==> src/rtl/fvd_pkg.sv <==
// Shared types and helpers for the flattened-vector driver: LFSR polynomial,
// state encoding, LFSR step and response-signature fold.
package fvd_pkg;

    localparam logic [31:0] LFSR_POLY = 32'h8020_0003;

    typedef enum logic [1:0] {
        IDLE   = 2'd0,
        SETTLE = 2'd1,
        REPORT = 2'd2,
        DONE   = 2'd3
    } fvd_state_e;

    // Right-shifting Galois step; the tap mask is applied when bit 0 shifts out.
    function automatic logic [31:0] lfsr_step(input logic [31:0] s);
        return (s >> 1) ^ (s[0] ? LFSR_POLY : 32'h0000_0000);
    endfunction

    function automatic logic [31:0] sig_fold(input logic [31:0] sig, input logic [31:0] resp);
        return lfsr_step(sig) ^ resp;
    endfunction

endpackage

==> src/rtl/fvd_lfsr32.sv <==
// Seedable 32-bit Galois LFSR; advances one step per cycle when step_en is high.
// Latency: value reflects a step on the cycle after step_en. No backpressure.
// Reset loads the seed (a zero seed is replaced by 1 so the register cannot lock up).
module fvd_lfsr32
    import fvd_pkg::*;
#(
    parameter logic [31:0] SEED  = 32'h0000_0001,
    parameter int          OUT_W = 32
) (
    input  logic             clk,
    input  logic             rst,
    input  logic             step_en,
    output logic [OUT_W-1:0] value
);

    localparam logic [31:0] INIT = (SEED == 32'h0) ? 32'h0000_0001 : SEED;

    logic [31:0] state;

    always_ff @(posedge clk) begin
        if (rst) begin
            state <= INIT;
        end else if (step_en) begin
            state <= lfsr_step(state);
        end
    end

    assign value = state[OUT_W-1:0];

endmodule

==> src/rtl/flat_vector_driver.sv <==
// Drives LFSR vectors onto a DUT wrapper, samples its response after SETTLE_CYCLES
// and streams {index, stimulus, response} records while folding responses into a signature.
// Latency: stimulus-to-capture SETTLE_CYCLES; a stalled res_ready holds the record and stimulus.
// Optional macro FVD_HOLD_CHECK_EN adds the sticky `unstable` output.
module flat_vector_driver
    import fvd_pkg::*;
#(
    parameter int          IN_W          = 24,
    parameter int          OUT_W         = 8,
    parameter int          NUM_VECTORS   = 256,
    parameter int          SETTLE_CYCLES = 1,
    parameter logic [31:0] SEED          = 32'h0000_0001,
    localparam int         IDX_W         = $clog2(NUM_VECTORS + 1)
) (
    input  logic             clk,
    input  logic             rst,
    input  logic             start,
    output logic             busy,
    output logic             done,
    output logic [IN_W-1:0]  dut_in_flat,
    input  logic [OUT_W-1:0] dut_out_flat,
    output logic             res_valid,
    input  logic             res_ready,
    output logic [IDX_W-1:0] res_index,
    output logic [IN_W-1:0]  res_in,
    output logic [OUT_W-1:0] res_out,
    output logic [31:0]      signature
`ifdef FVD_HOLD_CHECK_EN
    ,
    output logic             unstable
`endif
);

    localparam int               CNT_W    = $clog2(SETTLE_CYCLES + 1);
    localparam logic [CNT_W-1:0] CNT_INIT = CNT_W'(SETTLE_CYCLES - 1);
    localparam logic [IDX_W-1:0] LAST_IDX = IDX_W'(NUM_VECTORS - 1);

    if (IN_W < 1 || IN_W > 32 || OUT_W < 1 || OUT_W > 32) begin : g_bad_width
        $error("flat_vector_driver: IN_W and OUT_W must be in 1..32");
    end
    if (NUM_VECTORS < 1 || SETTLE_CYCLES < 1) begin : g_bad_count
        $error("flat_vector_driver: NUM_VECTORS and SETTLE_CYCLES must be >= 1");
    end

    fvd_state_e       state;
    logic [CNT_W-1:0] cnt;
    logic [IDX_W-1:0] idx;
    logic [IN_W-1:0]  lfsr_val;
    logic             run_start;
    logic             handshake;
    logic             lfsr_step_en;

    assign run_start    = (state == IDLE || state == DONE) && start;
    assign handshake    = (state == REPORT) && res_ready;
    // The LFSR advances exactly once per vector put on the bus, so a restart
    // from DONE continues the sequence instead of repeating it.
    assign lfsr_step_en = run_start || (handshake && idx != LAST_IDX);

    fvd_lfsr32 #(
        .SEED  (SEED),
        .OUT_W (IN_W)
    ) u_lfsr (
        .clk     (clk),
        .rst     (rst),
        .step_en (lfsr_step_en),
        .value   (lfsr_val)
    );

    always_ff @(posedge clk) begin
        if (rst) begin
            state       <= IDLE;
            busy        <= 1'b0;
            done        <= 1'b0;
            res_valid   <= 1'b0;
            dut_in_flat <= '0;
            res_index   <= '0;
            res_in      <= '0;
            res_out     <= '0;
            signature   <= '0;
            idx         <= '0;
            cnt         <= '0;
        end else begin
            case (state)
                IDLE, DONE: begin
                    if (start) begin
                        dut_in_flat <= lfsr_val;
                        cnt         <= CNT_INIT;
                        signature   <= '0;
                        idx         <= '0;
                        busy        <= 1'b1;
                        done        <= 1'b0;
                        state       <= SETTLE;
                    end
                end
                SETTLE: begin
                    if (cnt == '0) begin
                        res_out   <= dut_out_flat;
                        res_in    <= dut_in_flat;
                        res_index <= idx;
                        res_valid <= 1'b1;
                        state     <= REPORT;
                    end else begin
                        cnt <= cnt - CNT_W'(1);
                    end
                end
                REPORT: begin
                    if (res_ready) begin
                        signature <= sig_fold(signature, 32'(res_out));
                        res_valid <= 1'b0;
                        if (idx == LAST_IDX) begin
                            busy  <= 1'b0;
                            done  <= 1'b1;
                            state <= DONE;
                        end else begin
                            idx         <= idx + IDX_W'(1);
                            dut_in_flat <= lfsr_val;
                            cnt         <= CNT_INIT;
                            state       <= SETTLE;
                        end
                    end
                end
                default: state <= IDLE;
            endcase
        end
    end

`ifdef FVD_HOLD_CHECK_EN
    logic [OUT_W-1:0] prev_out;
    logic             first_settle;

    // The first settle cycle only primes prev_out; later cycles compare against it.
    always_ff @(posedge clk) begin
        if (rst) begin
            unstable     <= 1'b0;
            prev_out     <= '0;
            first_settle <= 1'b1;
        end else begin
            if (run_start) begin
                unstable <= 1'b0;
            end
            if (state == SETTLE) begin
                prev_out     <= dut_out_flat;
                first_settle <= 1'b0;
                if (!first_settle && dut_out_flat != prev_out) begin
                    unstable <= 1'b1;
                end
            end else begin
                first_settle <= 1'b1;
            end
        end
    end
`endif

endmodule

==> config.mk <==
export PLATFORM = sky130hd
export DESIGN_NAME = flat_vector_driver
export DESIGN_NICKNAME = d
export VERILOG_FILES = /design/src/rtl/fvd_pkg.sv /design/src/rtl/fvd_lfsr32.sv /design/src/rtl/flat_vector_driver.sv
export SDC_FILE = /design/constraint.sdc
export NUM_CORES = 1
export LEC_CHECK = 0
export BUFFER_PORTS_ARGS = -buffer_cell sky130_fd_sc_hd__buf_2
export CAP_MARGIN = 0
export CORE_ASPECT_RATIO = 1.75
export CORE_UTILIZATION = 42
export DETAILED_ROUTE_END_ITERATION = 8
export PLACE_DENSITY = 0.61
export SETUP_SLACK_MARGIN = 0.4
export SLEW_MARGIN = 5
export SYNTH_ARGS = -nofsm -noshare
export SYNTH_HDL_FRONTEND = slang
export SYNTH_SLANG_ARGS = --single-unit
==> constraint.sdc <==
create_clock -name clk -period 3.6 [get_ports clk]
set_clock_uncertainty 0.05 [all_clocks]
set_input_delay 0.72 -clock clk [delete_from_list [all_inputs] [get_ports clk]]
set_output_delay 0.72 -clock clk [all_outputs]
set_load 0.01 [all_outputs]
==> results.ini <==
[global_route]
grt_max_degree = 55
first_global_vias = 3831
grt_first_pass_wirelength_um = 18420
grt_use_total = 0.1805
antenna_found_initial = 0
grt.overflow.total = 0

[clocking]
cts_made_buffers = 17
cts_hold_buf = 0
clkSinkCount = 143
clk_latency_ps = 400
cts_tree = done
cts_buffer_depth = 2
clk_pin_slew_ps = 60
cts_root_buf = clkbuf_16
htreeDepth = 4
cts_setup_buffers = 0
cts_resized = 0

[synthesis]
synthMuxAreaShare = 0.08070
synth_seq_cells = 143
synth_simple_gate_area_frac = 0.1678
synth-xor-area-share = 0.02499
yosysSeqAreaShare = 0.5446
synth_adder_area_share = 0.01428
ys_types = 32
synth-compound-area-share = 0.1321
synth_cells = 587
syn-num-nets = 605
synth_top_family_by_area = simple AND/OR/NAND/NOR gates
netlist_area_um2 = 5256
synthTopCellsByArea = dfxtp_1 (54%), nand2_1 (8.2%), mux2i_1 (7.8%)
yosysWarnings = 0
synth_top_cell_area_share = 0.5446
avgSynthCellArea_um2 = 8.954
yosysTopAreaCell = dfxtp_1

[layout]
diodes = 0
layout_commonest_cell = dfxtp_1
nFillCells = 1133
nets = 702
seqCellArea_um2 = 2863
final_cell_mix = dfxtp_1 (143), nand2_1 (115), buf_2 (110), nor2_1 (84), a21oi_1 (67)
area_growth_syn_to_layout_pct = 24.16
multi_input_area_um2 = 2216
drive_above_1_share = 0.2241

[floorplan]
core_um2 = 12140
die_y_um = 150.0
initial_core_util = 0.4331
ioPinCount = 112
die_area_um2 = 12980
chipWidth_um = 86.57
fp-row-count = 53

[power]
powerDensity_nw_per_um2 = 586.2
ir_drop_mv = 0.3006
leakage_nw = 2.736

[timing]
slew_headroom = 0.3013
maxSlewViolCount = 0
hold_viol = 0
holdWs_ps = 399.5
fin_ws_ps = 978.7
tns_ps = 0
min_period_ps = 2621
worst_pin_slew_ps = 1048
setup_viol = 0
fmax_mhz = 381.5
rsz0062_at_grt = false
finalCritPeriodShare = 0.7281

[setup_path]
criticalPathCategory = flop to flop
crit_path_top_delay_cell = or4_1
cpLargestDelayFamily = compound AO/OA/AOI/OAI gates
cp_max_fo = 33
worstPathCellList = inv_1 -> ha_1 -> mux2i_2 -> a21o_1 -> or4_1 -> a21oi_1
path_buf_inv = 1
setup.worst_path.end_class = flop
cp_slowest_stage_delay_ps = 630
critPathArrivalTime_ps = 2900
startpoint_type = flop
regToRegSetupSlack_ps = 980
critPathRequiredTime_ps = 3880

[placed_design]
pre_cts_ws_ps = 967.7
gp_congestion = 0.7643
dpl.hpwl_um = 7809
port_buffers = 111

[routing]
routed_via_density = 4.974
vias = 4283
initialDrtViolationCount = 169
wl_per_cell_um = 13.47
wl_um = 11600
first_pass_iters = 4
drc = 0
ant_nets = 0

[hold_path]
min_path_type = flop to flop

[status]
status = finished clean

[flow_run]
max-cap-violations = 0

[tightest hold or removal path, cell delays in order (launching register included)]
cell and delay [ps]:
dfxtp_1 310, nand2_1 50, a21oi_1 50
[registers in the layout, indices dropped and copies added, names as in the netlist]
signal	count
res_in	24
u_lfsr.state	32
signature	32
state	2
res_index	9
idx	9
res_out	8
dut_in_flat	24
busy	1
res_valid	1
done	1
[Yosys cell counts]
cell      instances
a211oi_1          6
a21o_1            1
a21oi_1          67
a21oi_2           1
a22oi_1          31
and2_1            1
and3_1            1
buf_1             2
buf_2            17
clkbuf_1         21
dfxtp_1         143
ha_1              6
inv_1             4
mux2i_1          41
mux2i_2           1
nand2_1         115
nand2b_1          2
nand3_1           5
nand3b_1          2
nand4_1           1
nor2_1           85
nor2b_1           3
o21a_1            1
o21ai_0           3
o21ai_1           1
o21bai_1          2
o31ai_1           3
or2_2             2
or3_1             1
or4_1             3
xnor2_1           8
xor2_1            7
[logic make-up (layout without fill, tap and decap cells)]
| group | after synthesis | count (layout) |
|---|---|---|
| simple gates | 221 | 221 |
| flops | 143 | 143 |
| compound gates | 116 | 116 |
| buf+inv | 44 | 153 |
| mux | 42 | 42 |
| xor+xnor | 15 | 15 |
| fa+ha+maj | 6 | 6 |
[power breakdown]
| part | switching, mW | leakage, nW | internal, mW |
|---|---|---|---|
| clock | 0.625 | 0.305 | 1.16 |
| combinational | 0.265 | 1.28 | 0.128 |
| sequential | 0.0304 | 1.16 | 1.62 |
[final cells by class]
class,instances,area share
timing repair buffer,118,0.09356
inverter,4,0.002301
clock inverter,10,0.02071
sequential,143,0.4387
tap,165,0.03163
clock buffer,21,0.07362
multi-input combinational,400,0.3395
[layer usage]
| layer | vias to the layer above | wire, um | global-route usage |
|---|---|---|---|
| met5 | - | 0 | 0 |
| met4 | 0 | 110 | 0.05500 |
| met3 | 8 | 556 | 0.04413 |
| met2 | 104 | 6142 | 0.3294 |
| met1 | 2022 | 4787 | 0.2035 |
| li1 | 2149 | - | - |
[through the flow]
step                utilization  instance area, um^2  total power [mW]  cells
finish                   0.5378                 6526             3.826    861
global route             0.5378                 6526             3.985    861
CTS                      0.5378                 6526             3.867    861
detailed placement       0.4871                 5911             2.084    830
global placement         0.4871                 5911             2.076    830
floorplan                     -                 5256             1.984    587
[worst paths after layout]
| path | start | to | depth (start not counted) |
|---|---|---|---|
| max | state[0] | idx[5] | 6 |
| min | u_lfsr.state[28] | u_lfsr.state[27] | 2 |
| max reg2reg | state[0] | idx[5] | 6 |
| min reg2reg | u_lfsr.state[28] | u_lfsr.state[27] | 2 |
No activity file was read; power rests on OpenSTA's default activity.
